===== src/rtl/uart_cmd_bridge_pkg.sv =====
// uart_cmd_bridge_pkg: command codes, frame tags and bridge FSM states
package uart_cmd_bridge_pkg;
  typedef enum logic [2:0] {
    PIX_WRITE  = 3'd0,
    PIX_READ   = 3'd1,
    SREG_CLEAR = 3'd2,
    WRITE_CFG  = 3'd3,
    WRITE_ADDR = 3'd4,
    WRITE_MASK = 3'd5,
    WRITE_CTRL = 3'd6,
    SREG_READ  = 3'd7
  } cmd_e;
  localparam logic [3:0] HDR_SYNC = 4'hA;
  localparam logic [3:0] ACK_TAG  = 4'h5;
  typedef enum logic [2:0] {
    S_IDLE, S_PAYLOAD, S_ISSUE, S_WAIT_BUSY, S_WAIT_DONE, S_ACK, S_RESP
  } state_e;
endpackage


===== src/rtl/uart_cmd_bridge_gap_timer.sv =====
// uart_cmd_bridge_gap_timer: counts idle cycles since clear, saturating at GAP_CYC
module uart_cmd_bridge_gap_timer #(
  parameter int GAP_CYC = 1024
) (
  input  logic clk,
  input  logic rst_n,
  input  logic clear,
  output logic expire
);
  localparam int CW = $clog2(GAP_CYC + 1);
  logic [CW-1:0] cnt;
  assign expire = cnt == CW'(GAP_CYC);
  always_ff @(posedge clk or negedge rst_n)
    if (!rst_n) cnt <= '0;
    else cnt <= clear ? '0 : expire ? cnt : cnt + 1'b1;
endmodule


===== src/rtl/uart_cmd_bridge.sv =====
// uart_cmd_bridge: turns UART byte frames into sreg_ctrl commands and streams ack/response bytes back
module uart_cmd_bridge
  import uart_cmd_bridge_pkg::*;
#(
  parameter int                    DATA_W      = 42,
  parameter int                    CMD_W       = 3,
  parameter logic [(1<<CMD_W)-1:0] PAYLOAD_MSK = 'b01111001,
  parameter logic [(1<<CMD_W)-1:0] RESP_MSK    = 'b10000010,
  parameter int                    GAP_CYC     = 1024
) (
  input  logic              clk,
  input  logic              rst_n,
  input  logic [7:0]        rx_data,
  input  logic              rx_valid,
  output logic [7:0]        tx_data,
  output logic              tx_valid,
  input  logic              tx_ready,
  output logic              cmd_valid,
  output logic [CMD_W-1:0]  cmd,
  output logic [DATA_W-1:0] data_in,
  input  logic              cmd_ready,
  input  logic [DATA_W-1:0] data_out,
  output logic              busy,
  output logic              err_sync,
  output logic              err_timeout,
  output logic              err_overrun
);
  localparam int NB = (DATA_W + 7) / 8;
  localparam int KW = $clog2(NB + 1);
  state_e state, state_nx;
  logic [KW-1:0] k;
  logic [DATA_W-1:0] resp_q;
  logic expire, hdr_ok, last;
  assign hdr_ok    = rx_valid && rx_data[7:4] == HDR_SYNC;
  assign last      = k == KW'(NB - 1);
  assign busy      = state != S_IDLE;
  assign cmd_valid = state == S_ISSUE;
  assign tx_valid  = state == S_ACK || state == S_RESP;
  assign tx_data   = state == S_ACK ? {ACK_TAG, 4'(cmd)} : resp_q[7:0];
  uart_cmd_bridge_gap_timer #(.GAP_CYC(GAP_CYC)) u_gap (
    .clk(clk), .rst_n(rst_n), .clear(state != S_PAYLOAD || rx_valid), .expire(expire)
  );
  always_ff @(posedge clk or negedge rst_n)
    if (!rst_n) state <= S_IDLE;
    else state <= state_nx;
  always_comb begin
    state_nx = state;
    case (state)
      S_IDLE:      if (hdr_ok) state_nx = PAYLOAD_MSK[rx_data[CMD_W-1:0]] ? S_PAYLOAD : S_ISSUE;
      S_PAYLOAD:   state_nx = expire ? S_IDLE : (rx_valid && last) ? S_ISSUE : S_PAYLOAD;
      S_ISSUE:     if (cmd_ready) state_nx = S_WAIT_BUSY;
      S_WAIT_BUSY: if (!cmd_ready) state_nx = S_WAIT_DONE;
      S_WAIT_DONE: if (cmd_ready) state_nx = S_ACK;
      S_ACK:       if (tx_ready) state_nx = RESP_MSK[cmd] ? S_RESP : S_IDLE;
      S_RESP:      if (tx_ready && last) state_nx = S_IDLE;
      default:     state_nx = S_IDLE;
    endcase
  end
  // Timeout outranks a byte arriving in the same cycle, so the byte is simply not stored
  always_ff @(posedge clk or negedge rst_n)
    if (!rst_n) begin
      cmd         <= '0;
      data_in     <= '0;
      resp_q      <= '0;
      k           <= '0;
      err_sync    <= 1'b0;
      err_timeout <= 1'b0;
      err_overrun <= 1'b0;
    end else begin
      err_sync    <= state == S_IDLE && rx_valid && !hdr_ok;
      err_timeout <= state == S_PAYLOAD && expire;
      err_overrun <= rx_valid && !(state inside {S_IDLE, S_PAYLOAD});
      case (state)
        S_IDLE: if (hdr_ok) begin
          cmd     <= rx_data[CMD_W-1:0];
          data_in <= '0;
          k       <= '0;
        end
        S_PAYLOAD:
          if (expire) k <= '0;
          else if (rx_valid) begin
            for (int i = 0; i < DATA_W; i++)
              if (k == KW'(i / 8)) data_in[i] <= rx_data[i % 8];
            k <= last ? '0 : k + 1'b1;
          end
        S_WAIT_DONE: if (cmd_ready) begin
          resp_q <= data_out;
          k      <= '0;
        end
        S_RESP: if (tx_ready) begin
          resp_q <= resp_q >> 8;
          k      <= last ? '0 : k + 1'b1;
        end
        default: ;
      endcase
    end
endmodule


===== config.mk =====
export PLATFORM = sky130hd
export DESIGN_NAME = uart_cmd_bridge
export DESIGN_NICKNAME = d
export VERILOG_FILES = /design/src/rtl/uart_cmd_bridge_pkg.sv /design/src/rtl/uart_cmd_bridge_gap_timer.sv /design/src/rtl/uart_cmd_bridge.sv
export SDC_FILE = /design/constraint.sdc
export NUM_CORES = 1
export LEC_CHECK = 0
export ABC_CLOCK_PERIOD_IN_PS = 4660
export CAP_MARGIN = 20
export CORE_ASPECT_RATIO = 0.75
export CORE_MARGIN = 2
export CORE_UTILIZATION = 54
export CTS_CLUSTER_SIZE = 24
export DETAILED_ROUTE_END_ITERATION = 10
export PLACE_DENSITY = 0.85
export SLEW_MARGIN = 20
export SYNTH_ARGS = -nofsm -noshare
export SYNTH_HDL_FRONTEND = slang
export SYNTH_SLANG_ARGS = --single-unit
export TNS_END_PERCENT = 20

===== constraint.sdc =====
create_clock -name clk -period 4.66 [get_ports clk]
set_input_delay 0.932 -clock clk [delete_from_list [all_inputs] [get_ports clk]]
set_output_delay 0.932 -clock clk [all_outputs]
set_load 0.01 [all_outputs]

==> summary.txt <==
initial antenna violation count - 0
MaxCap Viol Count - 0
f_max - 299 MHz
Critical Path Sink Type - output port
yosys warns - 0
hold_buf cts - 0
CP startpoint kind - register
hold crit path type - reg2reg
Clock Latency Late Sink - 0.35 ns
switching pwr - 0.00107 W
root buf cell - clkbuf_16
die area - 9880 um2
clk buf depth - 2
EDFF count, synth - 0
PortBufs - 113
global-route wire length before repair - 18600 um
static leakage - 3.02 nW
RSZ-0062 raised after global routing - false
Antenna Nets Post-Route - 0
vias in the first global route - 3712
Synthesized Nets - 512
synthesis-to-layout area growth - 30.1%
vias - 3750
Sw Ratio - 32.6%
die height - 86.6 um
Critical Path RT - 3.73 ns
relative slew slack - 39.1%
worst IR drop on VDD - 0.000319 V
clk_skew - 0.00630 ns
Worst Max-Slew Pin Slew - 0.914 ns
DRT iter0 DRCs - 224
# rows - 30
Worst path max stage delay - 0.64 ns
# setup viols final - 0
final WL - 11700 um
first-pass detailed-route iteration total - 5
#FFs+latches synth - 107
Final min period - 3.35 ns
arrival time worst endpoint - 2.41 ns
Post-Route Setup TNS - 0 ns
diode count - 0
Int Pwr - 0.00221 W
Clk network pwr share - 21.4%
top_reg_cell synth - dfrtp_1
layout cells sized above 1 - 10.5%
Final Hold Viols - 0
CTS tree - built
Clk pin slew, worst setup/hold paths - 0.07 ns
Post-Layout Cell Count - 673
sequential power share - 44.1%
Setup CP Type - reg2out
dpl cells - 657
Yosys cell types - 45
num ports - 114
largest cells by area after synthesis - dfrtp_1 (55%), mux2i_1 (6.9%), nand2_1 (5.1%)
Yosys top cell area share - 54.6%
Layout Nets - 615
post-synthesis cell area - 4910 um2
Die Width - 114 um
Resized cells post-CTS - 0
Via density - 5.57
gpl congestion - 0.866
Async SR Flop Fraction - 100%
Synth area leader - dfrtp_1
Mapped Cells - 453
CTS H-Tree Depth - 3
clock sinks - 107
core footprint - 8930 um2
Comb pwr share - 34.5%
PD cells - 514 nW/um2
CP max-delay cell - dfrtp_1
Synth Area per Inst - 10.8 um2
setup bufs post-CTS - 0
post-synthesis sequential area ratio - 54.6%
CP cell instances - nand3b_1 -> mux2_2 -> clkdlybuf4s50_1
Slew Viols, Final - 0
All-Layer GR Usage - 24.3%
TritonCTS buffer count - 9
DR WL/cell - 17.3 um
Critical Path Fanout Max - 14
Post-route DRC - 0
period utilisation layout - 71.8%
Core Util, Final - 71.5%
initial core utilization - 54.9%
total grt overflow - 0
status - finished, final reports clean
DP HPWL - 8520 um
pin count of the biggest net entering global routing - 77
power consumption - 0.00328 W
flip-flops by register name, indices dropped and copies added (netlist names):
register	flops
data_in	42
resp_q	42
u_gap.cnt	11
cmd	3
k	3
state	3
err_overrun	1
err_sync	1
err_timeout	1
layer usage:
metal  up-vias  part of all wire, %  GRT usage, %  wire length (um)
met5         -                    0             0                 0
met4         0                  1.3          6.65               155
met3        18                  4.1          4.90               475
met2       100                   49          38.7              5740
met1      1850                   45          34.5              5290
li1       1782                    -             -                 -
critical path, delay by kind of cell (launching register included):
family,cells,cell delay [ns]
muxes,1,0.44
DFF,1,0.64
and+or+nand+nor,1,0.50
buffers and inverters,1,0.48
cells in the final DEF, fill, tap and decap left out, types with 2 or more instances in the layout:
master / count
a21oi_1: 3
a22o_1: 8
a32o_1: 2
and2_1: 12
and3_1: 5
buf_4: 5
clkbuf_16: 9
clkdlybuf4s50_1: 112
clkinv_4: 3
clkinvlp_4: 2
dfrtp_1: 107
ha_1: 4
inv_1: 6
mux2_2: 21
mux2_4: 8
mux2i_1: 34
nand2_1: 67
nand2b_1: 6
nand3_1: 25
nand3b_1: 2
nor2_1: 22
nor3_1: 3
nor4_1: 3
o21ai_0: 47
o21ai_1: 8
o21bai_1: 2
o32ai_1: 2
xnor2_1: 7
xor2_1: 4
power by group through the flow:
stage                     Clock [W]  Combinational (W)  Sequential, W
after floorplan                   0           0.000548        0.00145
after global placement            0            0.00108        0.00144
after detailed placement          0            0.00113        0.00146
after CTS                  0.000718            0.00114        0.00144
after global routing       0.000755            0.00122        0.00148
final                      0.000703            0.00113        0.00145
cells by family (layout without fill, tap and decap cells):
logic type,after synthesis,in the layout,share of synthesized area (%)
AND/OR/NAND/NOR,156,156,15.2
flip-flops,107,107,54.6
AO/OA/AOI/OAI,81,81,10.2
multiplexers,63,63,14.2
buffers and inverters,31,139,2.83
XOR/XNOR,11,11,1.96
adder cells (fa/ha/maj),4,4,1.02
path summary, 6_finish.rpt:
check / from / end / slack (ns) / cells after the start
min: resp_q[22] / resp_q[22] / 0.48 / 2
min reg2reg: resp_q[22] / resp_q[22] / 0.48 / 2
max: state[2] / tx_data[0] / 1.31 / 3
max in group asynchronous: rst_n / data_in[35] / 2.95 / 2
max reg2reg: u_gap.cnt[3] / data_in[30] / 2.12 / 5
min in group asynchronous: rst_n / data_in[22] / 0.72 / 1
stage by stage:
step                      worst slack [ns]  area (um2)  hold slack (ns)
after detailed placement              1.62        6100            0.469
after global routing                  1.17        6390            0.509
after global placement                1.68        6100            0.454
after CTS                             1.37        6380            0.485
final                                 1.31        6390            0.480
after floorplan                       2.41        4910            0.441
cells in the mapped netlist, types with 2 or more instances:
library cell and number:
a21o_1 2, a21oi_1 3, a22o_1 8, a32o_1 2, and2_1 12, and3_1 5, buf_2 9, clkbuf_1 14
dfrtp_1 107, ha_1 4, inv_1 6, mux2_2 21, mux2_4 8, mux2i_1 34, nand2_1 67, nand2b_1 6
nand3_1 26, nand3b_1 2, nor2_1 22, nor3_1 3, nor3b_1 2, nor4_1 3, o21ai_0 47, o21ai_1 8
o21bai_1 2, o32ai_1 2, xnor2_1 7, xor2_1 4
layout make-up:
type / instances / area [um2]
Sequential cell: 107 / 2680
Clock buffer: 10 / 229
Tap cell: 112 / 140
Multi-Input combinational cell: 315 / 2110
Inverter: 6 / 22.5
Clock inverter: 6 / 50.0
Timing Repair Buffer: 117 / 1160
Fill cell: 651 / 2550
Power figures use the tool's default switching activity.
